## src/rtl/shift_out_if.sv

```systemverilog
// Bus between a shift_out transmitter and its requester / external SIPO chain.
// Readback signals exist only when SHIFT_OUT_READBACK_EN is defined.
interface shift_out_if;
    logic [31:0] data;
    logic        go;
    logic        ready;
    logic        serial_data_out;
    logic        shift_clk;
    logic        latch_clk;
`ifdef SHIFT_OUT_READBACK_EN
    logic        serial_readback_in;
    logic [31:0] readback;
`endif

    modport master (
        output data, go,
        input  ready, serial_data_out, shift_clk, latch_clk
`ifdef SHIFT_OUT_READBACK_EN
        , output serial_readback_in,
        input  readback
`endif
    );

    modport slave (
        input  data, go,
        output ready, serial_data_out, shift_clk, latch_clk
`ifdef SHIFT_OUT_READBACK_EN
        , input serial_readback_in,
        output readback
`endif
    );
endinterface

```

## src/rtl/shift_out.sv

```systemverilog
// Serialises a 32-bit word MSB first into an external SIPO shifter chain, then latches it.
// Optional feature macro: SHIFT_OUT_READBACK_EN (captures the chain's previous contents).
module shift_out (
    input  logic       clk,
    input  logic       rst,
    input  logic       action_pulse,
    input  logic       action_clk,
    shift_out_if.slave bus
);

    localparam logic [5:0] CNT_IDLE       = 6'd0;
    localparam logic [5:0] CNT_FIRST      = 6'd1;
    localparam logic [5:0] CNT_LAST_SHIFT = 6'd32;
    localparam logic [5:0] CNT_LATCH      = 6'd33;
    localparam logic [5:0] CNT_QUIET      = 6'd34;

    function automatic logic in_shift_window(input logic [5:0] cnt);
        return (cnt >= CNT_FIRST) && (cnt <= CNT_LAST_SHIFT);
    endfunction

    logic        active_r;
    logic [5:0]  cnt_r;
    logic [31:0] sreg_r;
    logic        ready_r;
    logic        sdo_r;
    logic        shift_clk_r;
    logic        latch_clk_r;

    logic        active_s;
    logic [5:0]  cnt_s;
    logic [31:0] sreg_s;
    logic        ready_s;
    logic        sdo_s;
    logic        shift_clk_s;
    logic        latch_clk_s;
    logic        start_s;
    logic        step_s;

    assign start_s = ready_r && bus.go;
    assign step_s  = active_r && action_pulse;

    // State register: activity flag, cycle counter and data shift register.
    always_ff @(posedge clk) begin
        if (rst) begin
            active_r <= 1'b0;
            cnt_r    <= CNT_IDLE;
            sreg_r   <= 32'd0;
        end else begin
            active_r <= active_s;
            cnt_r    <= cnt_s;
            sreg_r   <= sreg_s;
        end
    end

    // Next-state logic: load on start, advance one step per action cycle while active.
    always_comb begin
        active_s = active_r;
        cnt_s    = cnt_r;
        sreg_s   = sreg_r;
        if (start_s) begin
            active_s = 1'b1;
            sreg_s   = bus.data;
        end else if (step_s) begin
            if (cnt_r == CNT_QUIET) begin
                cnt_s    = CNT_IDLE;
                active_s = 1'b0;
            end else begin
                cnt_s = cnt_r + 6'd1;
            end
            if (in_shift_window(cnt_r)) begin
                sreg_s = {sreg_r[30:0], 1'b0};
            end else begin
                sreg_s = sreg_r;
            end
        end else begin
            active_s = active_r;
        end
    end

    // Output decode. Chain clocks are forced low on pulse edges so each window
    // closes cleanly at the action-cycle boundary, never spilling into the next.
    always_comb begin
        ready_s = (cnt_s == CNT_IDLE) && !active_s;
        if (in_shift_window(cnt_s)) begin
            sdo_s = sreg_s[31];
        end else begin
            sdo_s = 1'b0;
        end
        if (in_shift_window(cnt_r) && !action_pulse) begin
            shift_clk_s = action_clk;
        end else begin
            shift_clk_s = 1'b0;
        end
        if ((cnt_r == CNT_LATCH) && !action_pulse) begin
            latch_clk_s = action_clk;
        end else begin
            latch_clk_s = 1'b0;
        end
    end

    // Output registers.
    always_ff @(posedge clk) begin
        if (rst) begin
            ready_r     <= 1'b1;
            sdo_r       <= 1'b0;
            shift_clk_r <= 1'b0;
            latch_clk_r <= 1'b0;
        end else begin
            ready_r     <= ready_s;
            sdo_r       <= sdo_s;
            shift_clk_r <= shift_clk_s;
            latch_clk_r <= latch_clk_s;
        end
    end

    assign bus.ready           = ready_r;
    assign bus.serial_data_out = sdo_r;
    assign bus.shift_clk       = shift_clk_r;
    assign bus.latch_clk       = latch_clk_r;

`ifdef SHIFT_OUT_READBACK_EN
    logic [31:0] rb_r;
    logic [31:0] rb_s;

    // Readback capture. Sampled on the edges entering counts 1..32, i.e. before
    // each chain shift, so the old MSB is caught before it falls off the chain.
    always_comb begin
        if (start_s) begin
            rb_s = 32'd0;
        end else if (step_s && in_shift_window(cnt_s)) begin
            rb_s = {rb_r[30:0], bus.serial_readback_in};
        end else begin
            rb_s = rb_r;
        end
    end

    // Readback register.
    always_ff @(posedge clk) begin
        if (rst) begin
            rb_r <= 32'd0;
        end else begin
            rb_r <= rb_s;
        end
    end

    assign bus.readback = rb_r;
`endif

endmodule
```

## src/flat_wrapper.sv

```systemverilog
// flat-port wrapper written by rule: the top's interface ports become plain ports
module shift_out_flat 
  (clk, rst, action_pulse, action_clk, bus_data, bus_go, bus_ready, bus_serial_data_out, bus_shift_clk, bus_latch_clk);
  shift_out_if bus_i ();
  input  logic clk;
  input  logic rst;
  input  logic action_pulse;
  input  logic action_clk;
  input wire logic [$bits(bus_i.data)-1:0] bus_data;
  input wire logic [$bits(bus_i.go)-1:0] bus_go;
  output wire logic [$bits(bus_i.ready)-1:0] bus_ready;
  output wire logic [$bits(bus_i.serial_data_out)-1:0] bus_serial_data_out;
  output wire logic [$bits(bus_i.shift_clk)-1:0] bus_shift_clk;
  output wire logic [$bits(bus_i.latch_clk)-1:0] bus_latch_clk;
  assign bus_i.data = bus_data;
  assign bus_i.go = bus_go;
  assign bus_ready = bus_i.ready;
  assign bus_serial_data_out = bus_i.serial_data_out;
  assign bus_shift_clk = bus_i.shift_clk;
  assign bus_latch_clk = bus_i.latch_clk;
  shift_out u_core (.clk(clk), .rst(rst), .action_pulse(action_pulse), .action_clk(action_clk), .bus(bus_i));
endmodule
```

## config.mk

```make
export PLATFORM = sky130hd
export DESIGN_NAME = shift_out_flat
export DESIGN_NICKNAME = d
export VERILOG_FILES = /design/src/rtl/shift_out_if.sv /design/src/rtl/shift_out.sv /design/src/flat_wrapper.sv
export SDC_FILE = /design/constraint.sdc
export NUM_CORES = 1
export LEC_CHECK = 0
export CAP_MARGIN = 20
export CORE_ASPECT_RATIO = 1.4
export CORE_UTILIZATION = 52
export CTS_CLUSTER_DIAMETER = 100
export DETAILED_ROUTE_END_ITERATION = 16
export PLACE_DENSITY = 0.92
export SLEW_MARGIN = 20
export SYNTH_ARGS = -nofsm -noshare
export SYNTH_HDL_FRONTEND = slang
export SYNTH_SLANG_ARGS = --single-unit
```

## constraint.sdc

```tcl
create_clock -name clk -period 4.33 [get_ports clk]
set_input_delay 1.299 -clock clk [delete_from_list [all_inputs] [get_ports clk]]
set_output_delay 1.299 -clock clk [all_outputs]
set_load 0.02 [all_outputs]
```

==> impl_metrics.env, run 1 <==
export IMPL_ir_worst_vdd_v=0.000269
export IMPL_synth_top_area_share_pct=43.2
export IMPL_layout_cells_non_filler=316
export IMPL_worstSetupPathType="input port to register"
export IMPL_cp_data_arrival_time_ns=3.22
export IMPL_p_comb_share_pct=15.5
export IMPL_die_y_um=75.2
export IMPL_synthCells=239
export IMPL_max_stage_delay_ns=0.43
export IMPL_critPathBufInv=1
export IMPL_cts_max_level=2
export IMPL_p_seq_share_pct=54.1
export IMPL_hold_path_startpoint="u_core.sreg_r[1]$_SDFFE_PP0P_"
export IMPL_tightest_slew_ns=0.637
export IMPL_cts_tree="done"
export IMPL_boundaryPins=41
export IMPL_crit_path_max_fanout=28
export IMPL_rows=26
export IMPL_grt_ovfl_total=0
export IMPL_status="completed"
export IMPL_io_buffer_count=40
export IMPL_clk_path_buf_depth=2
export IMPL_p_leak_nw=0.960
export IMPL_startpoint="bus_go"
export IMPL_avgSynthCellArea_um2=8.33
export IMPL_grt_max_degree=29
export IMPL_synth_seq_area_share_pct=43.2
export IMPL_numClockSinks=43
export IMPL_drcViolationCount=0
export IMPL_drv_slew=0
export IMPL_max_freq_ghz=0.330
export IMPL_syn_area_um2=1990
export IMPL_grt_usage_pct=22.4
export IMPL_setup_violations_final=0
export IMPL_post_route_util_pct=66.6
export IMPL_min_period_over_period_pct=69.9
export IMPL_start_util_pct=54.7
export IMPL_ys_top_cells_by_area="dfxtp_1 (43%), nor2_1 (13%), o21ai_0 (6.3%)"
export IMPL_drv_cap=0
export IMPL_nets=315
export IMPL_ys_warn_count=0
export IMPL_crit_family="simple AND/OR/NAND/NOR gates"
export IMPL_power_share_clock_pct=30.4
export IMPL_crit_chain="clkdlybuf4s50_1 > nand2_2 > nand3_1 > o21ai_0 > o2111ai_1 > xnor2_1 > and2_1"
export IMPL_clk_latency_ns=0.30
export IMPL_p_sw_share_pct=26.6
export IMPL_grt_pass1_vias=1645
export IMPL_synth_edf_count=0
export IMPL_yosysTopAreaCell="dfxtp_1"
export IMPL_setup_ws_ns=1.30
export IMPL_drt_iter0_drc=90
export IMPL_globalplace_congestion=0.990
export IMPL_wire_per_inst_um=13.2
export IMPL_fin_skew_ns=0.00643
export IMPL_r2r_start="u_core.cnt_r[0]$_SDFF_PP0_"
export IMPL_report_final_hold_viol_count=0
export IMPL_cts_setup_buffers=0
export IMPL_hold_buffers=0
export IMPL_via_count=1762
export IMPL_cts_root_buf="clkbuf_8"
export IMPL_period_needed_ns=3.03
export IMPL_cts_resized_gates=0
export IMPL_timing_setup_tns_ns=0
export IMPL_cp_slowest_cell="clkdlybuf4s50_1"
export IMPL_p_int_mw=0.601
export IMPL_antenna_found_initial=0
export IMPL_p_total_mw=0.818
export IMPL_place_inst=308
export IMPL_cts_buffers=5
export IMPL_startpoint_type="input port"
export IMPL_area_delta_synth_final_pct=21.8
export IMPL_dpl_worst_slack_ns=1.00
export IMPL_power_switching_mw=0.217
export IMPL_die_width_um=54.3
export IMPL_fp_dieArea_um2=4090
export IMPL_async_flop_share_pct=0
export IMPL_synth_nets=281
export IMPL_dr_pass1_iters=4
export IMPL_hpwlAfterDp_um=2910
export IMPL_via_per_inst=5.58
export IMPL_ant_nets=0
export IMPL_ys_flop_type="dfxtp_1"
export IMPL_end_kind="register"
export IMPL_n_antenna_cell=0
export IMPL_slew_headroom_pct=57.4
export IMPL_routed_wl_um=4180
export IMPL_cp_required_ns=4.52
export IMPL_core_area_um2=3640
export IMPL_power_density_nw_per_um2=337
export IMPL_grt_first_pass_wirelength_um=6720
export IMPL_clk_pin_slew_ns=0.07
export IMPL_synthDistinctLibCells=39
export IMPL_hold_class="register to register"
export IMPL_final_layout_size_suffix_gt1_share_pct=8.76
export IMPL_ys_ff_latch=43
export IMPL_rsz0062_at_grt="false"
Yosys cell counts, drive strengths merged, types with 2 or more instances:
cell	instances
nand3	4
nand2b	2
buf	8
a222oi	6
a21o	2
nor3	29
inv	6
a21oi	6
nor2	68
nand2	9
xnor2	2
and2	3
o21ai	26
clkbuf	6
ha	5
dfxtp	43
per-layer routing:
metal | up-vias | GRT usage [%] | part of all wire [%]
li1 | 885 | - | -
met1 | 819 | 22.6 | 42
met2 | 49 | 41.7 | 51
met3 | 9 | 5.45 | 5.1
met4 | 0 | 9.69 | 1.9
met5 | - | 0 | 0
power by group through the flow:
stage / registers, mW / clock network, mW / logic [mW]
detailed placement: 0.451 / 0 / 0.126
floorplan: 0.448 / 0 / 0.0781
finish: 0.442 / 0.249 / 0.127
global placement: 0.449 / 0 / 0.123
global route: 0.446 / 0.264 / 0.142
CTS: 0.442 / 0.251 / 0.128
stage by stage:
stage	instance area [µm²]	hold slack, ns
2_1_floorplan	1990	0.468
3_3_place_gp	2340	0.476
3_5_place_dp	2340	0.481
4_1_cts	2430	0.496
5_1_grt	2430	0.502
6_report	2430	0.493
final cells by class:
type	count	area, µm²
Multi-Input combinational cell	176	997
Tap cell	42	52.6
Clock inverter	2	12.5
Inverter	6	22.5
Timing Repair Buffer	41	408
Sequential cell	43	861
Fill cell	307	1220
Clock buffer	6	72.6
worst paths after layout:
path / endpoint / cells after the start / slack (ns)
hold reg to reg: u_core.sreg_r[1]$_SDFFE_PP0P_ / 2 / 0.49
setup / recovery: u_core.bus.serial_data_out$_SDFF_PP0_ / 7 / 1.30
hold / removal: u_core.sreg_r[1]$_SDFFE_PP0P_ / 2 / 0.49
setup reg to reg: u_core.bus.serial_data_out$_SDFF_PP0_ / 7 / 2.13
flip-flops by register name, summed over array words and instances (netlist names):
signal,cells
u_core.bus.latch_clk,1
u_core.cnt_r,6
u_core.bus.shift_clk,1
u_core.active_r,1
u_core.bus.serial_data_out,1
u_core.bus.ready,1
u_core.sreg_r,32
cells by family after synthesis:
family | synth area share (%)
buffers and inverters | 6.72
adders and majority gates | 3.14
DFF | 43.2
and+or+nand+nor | 28.8
xor gates and xnor gates | 0.880
muxes | 0.503
AOI/OAI and AO/OA | 16.7
cells in the final DEF, fill, tap and decap left out, types with 2 or more instances in the layout:
| master | Yosys | final |
|---|---|---|
| a21oi_1 | 5 | 5 |
| nor2_1 | 68 | 68 |
| inv_1 | 6 | 6 |
| o21ai_0 | 25 | 25 |
| nand2_1 | 8 | 8 |
| nor3_1 | 21 | 21 |
| nand3_1 | 4 | 4 |
| clkdlybuf4s50_1 | 0 | 40 |
| nor3_2 | 8 | 8 |
| nand2b_1 | 2 | 2 |
| xnor2_1 | 2 | 2 |
| a222oi_1 | 6 | 6 |
| dfxtp_1 | 43 | 43 |
| clkbuf_8 | 1 | 5 |
| ha_1 | 5 | 5 |
| a21o_1 | 2 | 2 |
worst reg2reg max path: stages (launching register included):
cell and delay (ns):
dfxtp_1 0.51, inv_1 0.14, ha_1 0.22, a31oi_1 0.19, a21oi_2 0.10, o21ai_4 0.56, o221a_4 0.31, and2_1 0.11
Power figures use the tool's default switching activity.
==> run 2: changes to the inputs <==
Settings changed: CORE_UTILIZATION 52 to 50, PLACE_DENSITY 0.92 to 0.89.
Clock period 4.33 ns to 3.1 ns, I/O delays scaled along.
==> run 2 against run 1 <==
Against the previous run: combinational power grew 43%; first-iteration DRC count grew 79%; clock skew shrank 0.0011 ns; critical path depth is the same; clock power grew 77%; non-clock buffer count grew 2; utilization shrank 0.60 points; wire length grew 8.2%; final area grew 1.8%; final cell count grew 0.63%.
==> impl_metrics.env, run 2 (synthesis results as in run 1) <==
export IMPL_status="completed"
export IMPL_setup_violations_final=0
export IMPL_layout_cells_non_filler=318
export IMPL_globalplace_congestion=0.914
export IMPL_crit_path_max_fanout=5
export IMPL_cts_tree="done"
export IMPL_period_needed_ns=2.39
export IMPL_drv_cap=0
export IMPL_via_per_inst=5.68
export IMPL_grt_usage_pct=22.7
export IMPL_ant_nets=0
export IMPL_wl_met2_um=2320
export IMPL_hpwlAfterDp_um=3100
export IMPL_routed_wl_um=4530
export IMPL_post_route_util_pct=66.0
export IMPL_dr_pass1_iters=7
export IMPL_numClockSinks=43
export IMPL_max_freq_ghz=0.418
export IMPL_via_count=1807
export IMPL_drt_iter0_drc=161
export IMPL_cts_resized_gates=0
export IMPL_area_delta_synth_final_pct=23.9
export IMPL_clk_pin_slew_ns=0.08
export IMPL_report_final_hold_viol_count=0
export IMPL_place_inst=310
export IMPL_cts_setup_buffers=0
export IMPL_hold_class="register to register"
export IMPL_wire_per_inst_um=14.2
export IMPL_wl_met1_um=1830
export IMPL_cts_root_buf="clkbuf_8"
export IMPL_drv_slew=0
export IMPL_clk_path_buf_depth=2
export IMPL_drcViolationCount=0
export IMPL_cts_max_level=2
export IMPL_hold_buffers=0
export IMPL_grt_max_degree=28
export IMPL_die_width_um=55.3
export IMPL_cp_required_ns=3.30
export IMPL_fillCellCount=314
export IMPL_fin_skew_ns=0.00529
export IMPL_end_kind="register"
export IMPL_die_y_um=76.7
export IMPL_regMostFlops="u_core.sreg_r"
export IMPL_placed_area_um2=2360
export IMPL_boundaryPins=41
export IMPL_layout_commonest_cell="nor2_1"
export IMPL_grt_pass1_vias=1701
export IMPL_dr_wl_met3_um=245
export IMPL_hold_ws_ns=0.495
export IMPL_nets=317
export IMPL_cts_buffers=5
export IMPL_cp_data_arrival_time_ns=2.59
export IMPL_worstSetupPathType="input port to register"
export IMPL_top_layer_used="met4"
export IMPL_reg_largest_list="u_core.sreg_r (32), u_core.cnt_r (6)"
export IMPL_min_period_over_period_pct=77.1
export IMPL_ir_worst_vdd_v=0.000405
export IMPL_n_antenna_cell=0
export IMPL_largest_reg_flops=32
export IMPL_slew_headroom_pct=57.0
export IMPL_timing_setup_tns_ns=0
export IMPL_startpoint_type="input port"
export IMPL_io_buffer_count=40
export IMPL_final_area_um2=2470
export IMPL_start_util_pct=53.2
export IMPL_core_area_um2=3740
export IMPL_final_layout_size_suffix_gt1_share_pct=9.78
export IMPL_antenna_found_initial=0
export IMPL_tightest_slew_ns=0.642
export IMPL_rsz0062_at_grt="false"
export IMPL_grt_first_pass_wirelength_um=7570
export IMPL_fp_dieArea_um2=4240
export IMPL_clk_latency_ns=0.30
export IMPL_grt_ovfl_total=0
export IMPL_most_common_layout_cells="nor2_1 (68), dfxtp_1 (43), clkdlybuf4s50_1 (40)"
export IMPL_power_density_nw_per_um2=502
export IMPL_rows=26
export IMPL_p_leak_nw=0.986
-- run 2: worst paths after layout --
path                            slack [ns]                      startpoint  depth (start not counted)                                     to
worst min-delay path                  0.49  u_core.sreg_r[21]$_SDFFE_PP0P_                          2         u_core.sreg_r[21]$_SDFFE_PP0P_
worst max register to register        0.86      u_core.cnt_r[0]$_SDFF_PP0_                          7  u_core.bus.serial_data_out$_SDFF_PP0_
worst min register to register        0.49  u_core.sreg_r[21]$_SDFFE_PP0P_                          2         u_core.sreg_r[21]$_SDFFE_PP0P_
worst max-delay path                  0.71                    action_pulse                          7  u_core.bus.serial_data_out$_SDFF_PP0_
-- run 2: power by group --
part / total (mW) / leakage [nW] / switching, mW / internal [mW]
clock: 0.441 / 0.0581 / 0.201 / 0.240
combinational: 0.182 / 0.574 / 0.0917 / 0.0903
sequential: 0.617 / 0.354 / 0.0237 / 0.594
-- run 2: area by class of cell --
class / instances / area, µm² / share of cell area, %
multi-input combinational: 176 / 997 / 40.4
sequential: 43 / 861 / 34.9
timing repair buffer: 43 / 423 / 17.1
clock buffer: 5 / 68.8 / 2.79
tap: 42 / 52.6 / 2.13
clock inverter: 3 / 43.8 / 1.77
inverter: 6 / 22.5 / 0.912
-- run 2: critical path, stage by stage --
cell,delay [ns]
clkdlybuf4s50_1,0.53
nand2_1,0.18
nor3_1,0.25
xnor2_1,0.17
o2111ai_1,0.20
xnor2_1,0.16
and2_1,0.16
-- run 2: per-stage QoR --
step,total power [mW],setup WS (ns)
after CTS,1.25,0.712
after global placement,0.803,0.467
after detailed placement,0.811,0.415
after floorplan,0.735,0.949
final,1.24,0.710
after global routing,1.29,0.563
-- run 2: metal layers --
| metal | global-route usage (%) | up-vias |
|---|---|---|
| met5 | 0 | - |
| met4 | 13.0 | 0 |
| met3 | 4.72 | 13 |
| met2 | 38.4 | 65 |
| met1 | 26.2 | 837 |
| li1 | - | 892 |
